<file path="src/rtl/gemm_s2mm_if.sv">
// Command, result-stream and memory-write signals of the GEMM stream-to-memory writer.
// slave is the writer's view; master is the controller/stream/memory side.
interface gemm_s2mm_if #(
    parameter int WORD_WIDTH = 32,
    parameter int ADDR_WIDTH = 16,
    parameter int LEN_WIDTH  = 16
);
    logic                  cmd_valid;
    logic                  cmd_ready;
    logic [ADDR_WIDTH-1:0] cmd_addr;
    logic [LEN_WIDTH-1:0]  cmd_len;
    logic [WORD_WIDTH-1:0] s_tdata;
    logic                  s_tvalid;
    logic                  s_tready;
    logic                  s_tlast;
    logic                  mem_wr_en;
    logic [ADDR_WIDTH-1:0] mem_wr_addr;
    logic [WORD_WIDTH-1:0] mem_wr_data;
    logic                  mem_wr_ready;
    logic                  done;
    logic                  err_tlast;

    modport slave (
        input  cmd_valid, cmd_addr, cmd_len,
        input  s_tdata, s_tvalid, s_tlast,
        input  mem_wr_ready,
        output cmd_ready, s_tready,
        output mem_wr_en, mem_wr_addr, mem_wr_data,
        output done, err_tlast
    );

    modport master (
        output cmd_valid, cmd_addr, cmd_len,
        output s_tdata, s_tvalid, s_tlast,
        output mem_wr_ready,
        input  cmd_ready, s_tready,
        input  mem_wr_en, mem_wr_addr, mem_wr_data,
        input  done, err_tlast
    );
endinterface

</file>
<file path="src/rtl/gemm_s2mm.sv">
// Writes cmd_len stream beats to consecutive word addresses from cmd_addr, flags tlast framing errors.
// Latency: beat accepted on edge M appears as a registered write from M+1; done pulses the cycle after the final write lands.
// Backpressure: s_tready follows mem_wr_ready combinationally, so a stalled write blocks the stream without loss.
module gemm_s2mm #(
    parameter int WORD_WIDTH = 32,
    parameter int ADDR_WIDTH = 16,
    parameter int LEN_WIDTH  = 16
) (
    input  logic          clk,
    input  logic          reset_n,
    gemm_s2mm_if.slave    bus
);
    typedef enum logic [1:0] {IDLE, RUN, DRAIN, DONE} state_t;

    typedef struct packed {
        logic [ADDR_WIDTH-1:0] addr;
        logic [WORD_WIDTH-1:0] data;
    } wr_req_t;

    state_t                state;
    logic [ADDR_WIDTH-1:0] next_addr;
    logic [LEN_WIDTH-1:0]  remaining;
    wr_req_t               wr_q;
    logic                  wr_en_q;
    logic                  done_q;
    logic                  err_q;
    logic                  cmd_rdy_q;
    logic                  s_rdy;
    logic                  beat;
    logic                  wr_acc;

    // A new beat may overwrite the write register only when it is empty or being taken this cycle.
    assign s_rdy  = (state == RUN) && (!wr_en_q || bus.mem_wr_ready);
    assign beat   = bus.s_tvalid && s_rdy;
    assign wr_acc = wr_en_q && bus.mem_wr_ready;

    assign bus.s_tready    = s_rdy;
    assign bus.cmd_ready   = cmd_rdy_q;
    assign bus.mem_wr_en   = wr_en_q;
    assign bus.mem_wr_addr = wr_q.addr;
    assign bus.mem_wr_data = wr_q.data;
    assign bus.done        = done_q;
    assign bus.err_tlast   = err_q;

    always_ff @(posedge clk or negedge reset_n) begin
        if (!reset_n) begin
            state     <= IDLE;
            next_addr <= '0;
            remaining <= '0;
            wr_q      <= '0;
            wr_en_q   <= 1'b0;
            done_q    <= 1'b0;
            err_q     <= 1'b0;
            cmd_rdy_q <= 1'b1;
        end else begin
            done_q <= 1'b0;
            err_q  <= 1'b0;
            if (wr_acc) begin
                wr_en_q <= 1'b0;
            end
            case (state)
                IDLE: begin
                    if (bus.cmd_valid) begin
                        next_addr <= bus.cmd_addr;
                        remaining <= bus.cmd_len;
                        cmd_rdy_q <= 1'b0;
                        if (bus.cmd_len == '0) begin
                            state  <= DONE;
                            done_q <= 1'b1;
                        end else begin
                            state <= RUN;
                        end
                    end
                end
                RUN: begin
                    if (beat) begin
                        wr_en_q   <= 1'b1;
                        wr_q      <= '{addr: next_addr, data: bus.s_tdata};
                        next_addr <= next_addr + ADDR_WIDTH'(1);
                        remaining <= remaining - LEN_WIDTH'(1);
                        // Any framing mismatch still writes the beat; the rest of the frame is abandoned.
                        if (remaining == LEN_WIDTH'(1)) begin
                            state <= DRAIN;
                            err_q <= !bus.s_tlast;
                        end else if (bus.s_tlast) begin
                            state <= DRAIN;
                            err_q <= 1'b1;
                        end
                    end
                end
                DRAIN: begin
                    if (wr_acc) begin
                        state  <= DONE;
                        done_q <= 1'b1;
                    end
                end
                DONE: begin
                    state     <= IDLE;
                    cmd_rdy_q <= 1'b1;
                end
                default: state <= IDLE;
            endcase
        end
    end
endmodule

</file>
<file path="src/flat_wrapper.sv">
// flat-port wrapper written by rule: the top's interface ports become plain ports
module gemm_s2mm_flat 
#(
    parameter int WORD_WIDTH = 32,
    parameter int ADDR_WIDTH = 16,
    parameter int LEN_WIDTH  = 16
)
  (clk, reset_n, bus_cmd_valid, bus_cmd_addr, bus_cmd_len, bus_s_tdata, bus_s_tvalid, bus_s_tlast, bus_mem_wr_ready, bus_cmd_ready, bus_s_tready, bus_mem_wr_en, bus_mem_wr_addr, bus_mem_wr_data, bus_done, bus_err_tlast);
  gemm_s2mm_if #(.WORD_WIDTH(WORD_WIDTH), .ADDR_WIDTH(ADDR_WIDTH), .LEN_WIDTH(LEN_WIDTH)) bus_i ();
  input  logic clk;
  input  logic reset_n;
  input wire logic [$bits(bus_i.cmd_valid)-1:0] bus_cmd_valid;
  input wire logic [$bits(bus_i.cmd_addr)-1:0] bus_cmd_addr;
  input wire logic [$bits(bus_i.cmd_len)-1:0] bus_cmd_len;
  input wire logic [$bits(bus_i.s_tdata)-1:0] bus_s_tdata;
  input wire logic [$bits(bus_i.s_tvalid)-1:0] bus_s_tvalid;
  input wire logic [$bits(bus_i.s_tlast)-1:0] bus_s_tlast;
  input wire logic [$bits(bus_i.mem_wr_ready)-1:0] bus_mem_wr_ready;
  output wire logic [$bits(bus_i.cmd_ready)-1:0] bus_cmd_ready;
  output wire logic [$bits(bus_i.s_tready)-1:0] bus_s_tready;
  output wire logic [$bits(bus_i.mem_wr_en)-1:0] bus_mem_wr_en;
  output wire logic [$bits(bus_i.mem_wr_addr)-1:0] bus_mem_wr_addr;
  output wire logic [$bits(bus_i.mem_wr_data)-1:0] bus_mem_wr_data;
  output wire logic [$bits(bus_i.done)-1:0] bus_done;
  output wire logic [$bits(bus_i.err_tlast)-1:0] bus_err_tlast;
  assign bus_i.cmd_valid = bus_cmd_valid;
  assign bus_i.cmd_addr = bus_cmd_addr;
  assign bus_i.cmd_len = bus_cmd_len;
  assign bus_i.s_tdata = bus_s_tdata;
  assign bus_i.s_tvalid = bus_s_tvalid;
  assign bus_i.s_tlast = bus_s_tlast;
  assign bus_i.mem_wr_ready = bus_mem_wr_ready;
  assign bus_cmd_ready = bus_i.cmd_ready;
  assign bus_s_tready = bus_i.s_tready;
  assign bus_mem_wr_en = bus_i.mem_wr_en;
  assign bus_mem_wr_addr = bus_i.mem_wr_addr;
  assign bus_mem_wr_data = bus_i.mem_wr_data;
  assign bus_done = bus_i.done;
  assign bus_err_tlast = bus_i.err_tlast;
  gemm_s2mm #(.WORD_WIDTH(WORD_WIDTH), .ADDR_WIDTH(ADDR_WIDTH), .LEN_WIDTH(LEN_WIDTH)) u_core (.clk(clk), .reset_n(reset_n), .bus(bus_i));
endmodule
</file>
<file path="config.mk">
export PLATFORM = sky130hd
export DESIGN_NAME = gemm_s2mm_flat
export DESIGN_NICKNAME = d
export VERILOG_FILES = /design/src/rtl/gemm_s2mm_if.sv /design/src/rtl/gemm_s2mm.sv /design/src/flat_wrapper.sv
export SDC_FILE = /design/constraint.sdc
export NUM_CORES = 1
export LEC_CHECK = 0
export ABC_AREA = 1
export BUFFER_PORTS_ARGS = -buffer_cell sky130_fd_sc_hd__clkbuf_2
export CORE_UTILIZATION = 45
export CTS_CLUSTER_SIZE = 12
export DETAILED_ROUTE_END_ITERATION = 8
export GPL_TIMING_DRIVEN = 1
export PLACE_DENSITY = 0.7
export SLEW_MARGIN = 10
export SYNTH_ARGS = -nofsm -noshare
export SYNTH_HDL_FRONTEND = slang
export SYNTH_SLANG_ARGS = --single-unit
</file>
<file path="constraint.sdc">
create_clock -name clk -period 2.46 [get_ports clk]
set_clock_uncertainty 0.15 [all_clocks]
set_input_delay 0.246 -clock clk [delete_from_list [all_inputs] [get_ports clk]]
set_output_delay 0.246 -clock clk [all_outputs]
set_load 0.005 [all_outputs]
</file>
---- Word level (Yosys, flattened, before mapping) ----
Cells that the tools add are included.
W data, S select, Z words.
word-level totals
  output and inout port bits .............. 53
  logic and storage cells ................. 59
  input port bits ......................... 70
  flip-flop bits (word level) ............. 86
cells by class
  add/sub/neg operators ................... 2
  mux-type cells .......................... 26
  reduce and logical (&&, ||, !) cells .... 14
  equality and inequality tests ........... 8
operator list
  cell                     count
  $mux W16                 4
  $pmux W16 S2             2
  $add A16 B1 Y16 const B  1
  $eq A16 B1 Y1 const B    1
  $logic_not A16 Y1        1
  $sub A16 B1 Y16 const B  1
  $mux W2                  6
  $mux W1                  11
  $pmux W2 S4              1
  $eq A2 B2 Y1 const B     2
  $ne A2 B1 Y1 const B     2
  $pmux W1 S2              2
  $reduce_and A2 Y1        2
  $reduce_and A4 Y1        1
  $reduce_bool A2 Y1       2
  $logic_and A1 B1 Y1      3
  $ne A3 B3 Y1 const B     1
  $reduce_and A3 Y1        1
  $eq A2 B1 Y1 const B     1
  $logic_not A1 Y1         2
  $logic_not A2 Y1         1
  $ne A2 B2 Y1 const B     1
  $logic_or A1 B1 Y1       1

---- Longest topological paths before layout ----
  depth after elaboration ................. 6
  gate-level depth with buffers ........... 10
  mapped depth without buffers ............ 10

---- Worst setup path after synthesis ----
OpenSTA, ideal clock, no wires.
  path kind ............................... register to register
  from .................................... reg u_core.remaining[1]
  to ...................................... reg u_core.state[0]
  cell stages (with the launch flop) ...... 11
  period minus slack after synthesis ...... 1827 ps
  arrival time ............................ 1594 ps
  path slack .............................. 633 ps
  buffers on the path ..................... 0
  required time ........................... 2227 ps
  library setup time ...................... 83 ps
  path through ............................ dfrtp_1 -> inv_1 -> ha_1 -> nand3_1 -> nor3_1 -> nand4_1 -> ha_1 -> a22o_1 -> nor2_1 -> o21ai_0 -> o21ai_0
between the ends
  longest elaborated chain between the ends .. 4
  elaborated cells between the ends (all ways) .. 6
  those cells by class .................... eq/ne (2); mux (3); reduce/logical (1)
RTL lines
  item                      line             source
  start: declaration        gemm_s2mm.sv:22  logic [LEN_WIDTH-1:0] remaining;
  start signal: assignment  gemm_s2mm.sv:65  remaining <= bus.cmd_len;
  start signal: assignment  gemm_s2mm.sv:80  remaining <= remaining - LEN_WIDTH'(1);
  $eq A16 B1 Y1 *           gemm_s2mm.sv:82  if (remaining == LEN_WIDTH'(1)) begin
  $mux W2                   gemm_s2mm.sv:82
  $mux W2                   gemm_s2mm.sv:76  if (beat) begin
  $pmux W2 S4               gemm_s2mm.sv:61  case (state)
  end signal: assignment    gemm_s2mm.sv:68  state <= DONE;
  end signal: assignment    gemm_s2mm.sv:83  state <= DRAIN;
  end signal: assignment    gemm_s2mm.sv:86  state <= DRAIN;
  end: declaration          gemm_s2mm.sv:20  state_t state;
Mark *: on every way between the ends. The rest lies on a longest branch, timed or not. The select of a mux whose other input is x is not followed.
A chain may end at the register's enable or synchronous reset.

---- Worst setup path in the final report ----
  from .................................... reg u_core.state[0]
  to ...................................... reg u_core.remaining[7]
between the ends
  longest elaborated chain between the ends .. 5
  elaborated cells between the ends (all ways) .. 9
  those cells by class .................... eq/ne (3); mux (1); reduce/logical (5)
RTL lines
  item                         line                              source
  start signal: assignment     gemm_s2mm.sv:47                   state <= IDLE;
  start signal: assignment     gemm_s2mm.sv:68
  start signal: assignment     gemm_s2mm.sv:71                   state <= RUN;
  $eq A2 B1 Y1                 gemm_s2mm.sv:33, gemm_s2mm.sv:61
  $logic_and A1 B1 Y1          gemm_s2mm.sv:33                   assign s_rdy = (state == RUN) && (!wr_en_q || bus.mem_wr_ready);
  $logic_and A1 B1 Y1          gemm_s2mm.sv:34                   assign beat = bus.s_tvalid && s_rdy;
  $ne A2 B1 Y1 (no line)       n/a
  $reduce_and A3 Y1 (no line)  n/a
Several ways; a longest one is shown, not always the timed one.

==> out/results.ini <==
[run_status]
status = finished, final reports clean

[sta]
setup_viol = 0
max_slew_margin = 0.6907
rsz0062_at_grt = no
fmax_mhz = 457.6
fin_ws_ns = 0.2745
period_minus_slack_ns = 2.185
hold_viol_final = 0
finalCritPeriodShare = 0.8884
tightest_slew_ns = 0.4640
slew_viol_final = 0
holdWs_ns = 0.03778
setup_tns_ns = 0

[logic_synthesis]
synth_seq_cells = 86
yosysWarnings = 0
synth.avg_cell_area_sq_um = 7.951
ys_types = 30
synth_seq_area_share = 0.4752
synth_cells = 570
synthesis.area_sq_um = 4532
syn-num-nets = 648

[worst_setup_path]
crit_path_max_incr_delay_ns = 0.41
cp_data_required_time_ns = 2.57
regToRegSetupSlack_ns = 0.27
cp-end-kind = flip-flop
crit_chain = inv_1 -> ha_1 -> inv_1 -> or2_4 -> nand3b_4 -> clkinv_2 -> nand3_1 -> nand2_1
crit_arrival_ns = 2.29
start_kind = flip-flop
crit_path_top_delay_cell = dfrtp_1
crit_top_cell = inv_1
path_max_fanout = 25
crit_type = reg -> reg

[global_route]
grt_max_degree = 67
grt-ovfl-total = 0
antenna_found_initial = 0
grtUsageTotal = 0.2149
grt_pass1_vias = 3896
grt_pass1_wl_um = 17370

[route]
via_count = 4232
routed_wl_um = 11130
first_iter_violations = 137
drcViolationCount = 0
ant_nets = 0
first_pass_iters = 5
wire_per_inst_um = 12.92
vias_per_cell = 4.915

[cells_and_area]
final_common_cell = nand2_1
final_cell_mix = 184 x nand2_1, 121 x clkbuf_2, 89 x nor2_1
drive_above_1_share = 0.2500
fillCellCount = 900
syn2layout_area_growth_pct = 28.38
post-route-util = 0.5952
layout.nets = 801
antennaDiodeCount = 0

[cts]
cts_sinks = 86
clockBufferDepth = 2
clk_latency_ns = 0.36
htreeDepth = 3
cts_tree = built
cts_buffers = 9
root_buffer = clkbuf_8
clkTransAtPathRegs_ns = 0.08

[floorplan]
rows = 36
fp.dieW_um = 102.4
dieArea_sq_um = 10480
die_y_um = 102.4
start_util = 0.4636
core_area_sq_um = 9774
io_pins = 123

[flow_run]
maxCapViolations = 0

[pwr]
internal_power_mw = 4.066
power_density_nw_per_um2 = 1207
p_clk_frac = 0.143
leakage_nw = 3.009
switchingPower_mw = 2.958
swShare = 0.4211
p_seq_frac = 0.376
irDropWorstVdd_mv = 0.5206
power.share.combinational = 0.482

[placement]
dp_hpwl_um = 7758
portBuffers = 122
gp_congestion = 0.9041
pre_cts_ws_ns = 0.2734

[min_path]
min_path_type = in -> reg

==> state kept, by name, summed over array words and instances, names as in the netlist <==
name                    flops
u_core.remaining           16
u_core.bus.done             1
u_core.next_addr           16
u_core.bus.cmd_ready        1
u_core.bus.mem_wr_en        1
u_core.bus.mem_wr_addr     16
u_core.bus.mem_wr_data     32
u_core.bus.err_tlast        1
u_core.state                2
==> power by group through the flow <==
stage	Clock, mW	Combinational (mW)	Sequential (mW)
5_1_grt	1.08	3.84	2.73
3_3_place_gp	0	3.20	2.61
3_5_place_dp	0	3.31	2.65
4_1_cts	1.02	3.36	2.62
6_report	1.00	3.38	2.64
2_1_floorplan	0	2.31	2.59
==> metrics by stage <==
stage	power, mW	std cells	instance area [sq um]
2_1_floorplan	4.899	570	4532
3_3_place_gp	5.810	810	5275
3_5_place_dp	5.959	810	5275
4_1_cts	7.004	859	5798
5_1_grt	7.654	861	5818
6_report	7.024	861	5818
==> cell type report <==
class	instances	area [sq um]	area share
sequential	86	2153	0.3701
multi-input combinational	421	2108	0.3624
timing repair buffer	161	1026	0.1763
inverter	43	166.4	0.02860
tap	133	166.4	0.02860
clock buffer	13	148.9	0.02559
clock inverter	3	43.79	0.007527
timing repair inverter	1	5.005	0.0008602
==> critical path: cells and delay by family, from the launching register on <==
family                     cells  cell delay (ns)
and+or+nand+nor                4             0.72
buffers and inverters          3             0.49
DFF                            1             0.41
adders and majority gates      1             0.27
==> Yosys cell counts <==
cell type	n	area share
dfrtp_1	85	0.47
buf_1	2	0.0017
dfstp_2	1	0.0058
a22o_1	2	0.0039
o21ai_1	2	0.0022
or2_2	1	0.0014
buf_6	2	0.0050
a31oi_1	1	0.0014
inv_2	1	0.00083
nand3b_4	1	0.0044
o211ai_1	1	0.0017
buf_4	3	0.0050
mux2_4	6	0.020
o31ai_1	1	0.0017
mux2_2	26	0.065
nor2_1	89	0.074
buf_2	8	0.0088
nand2_1	184	0.15
nand3_2	1	0.0022
or2_4	1	0.0019
nand4_1	6	0.0083
a21oi_1	3	0.0033
o21ai_0	40	0.044
nand3_1	41	0.045
inv_1	42	0.035
nor3_1	3	0.0033
clkbuf_1	5	0.0041
ha_1	8	0.022
nand3b_1	3	0.0050
xor2_1	1	0.0019
==> kinds of logic after synthesis <==
| family | after synthesis | share of synthesized area |
|---|---|---|
| AOI/OAI and AO/OA | 50 | 0.05826 |
| xor gates and xnor gates | 1 | 0.001933 |
| adders and majority gates | 8 | 0.02209 |
| buffers and inverters | 63 | 0.06019 |
| DFF | 86 | 0.4752 |
| muxes | 32 | 0.08448 |
| and+or+nand+nor | 330 | 0.2979 |
==> path summary, 6_finish.rpt <==
path,start,to,cells past startpoint
hold / removal,bus_cmd_valid,u_core.bus.done,3
setup reg to reg,u_core.state[0],u_core.remaining[7],8
max in group asynchronous,reset_n,u_core.bus.cmd_ready,3
min in group asynchronous,reset_n,u_core.bus.mem_wr_data[3],2
setup / recovery,u_core.state[0],u_core.remaining[7],8
hold reg to reg,u_core.remaining[8],u_core.remaining[8],2
==> per-layer routing <==
| metal | share of wire | track usage |
|---|---|---|
| met3 | 0.050 | 0.03967 |
| met1 | 0.43 | 0.2619 |
| met5 | 0 | 0 |
| met2 | 0.49 | 0.3722 |
| met4 | 0.026 | 0.09231 |
==> what timing repair did <==
item                                    CTS  global route
buffers inserted                          0             1
endpoints found under the setup margin    0             1
endpoints found under the hold margin    67             0
hold buffers                             33             0
gates resized for setup                   0             3
(Power assumes the default switching activity.)
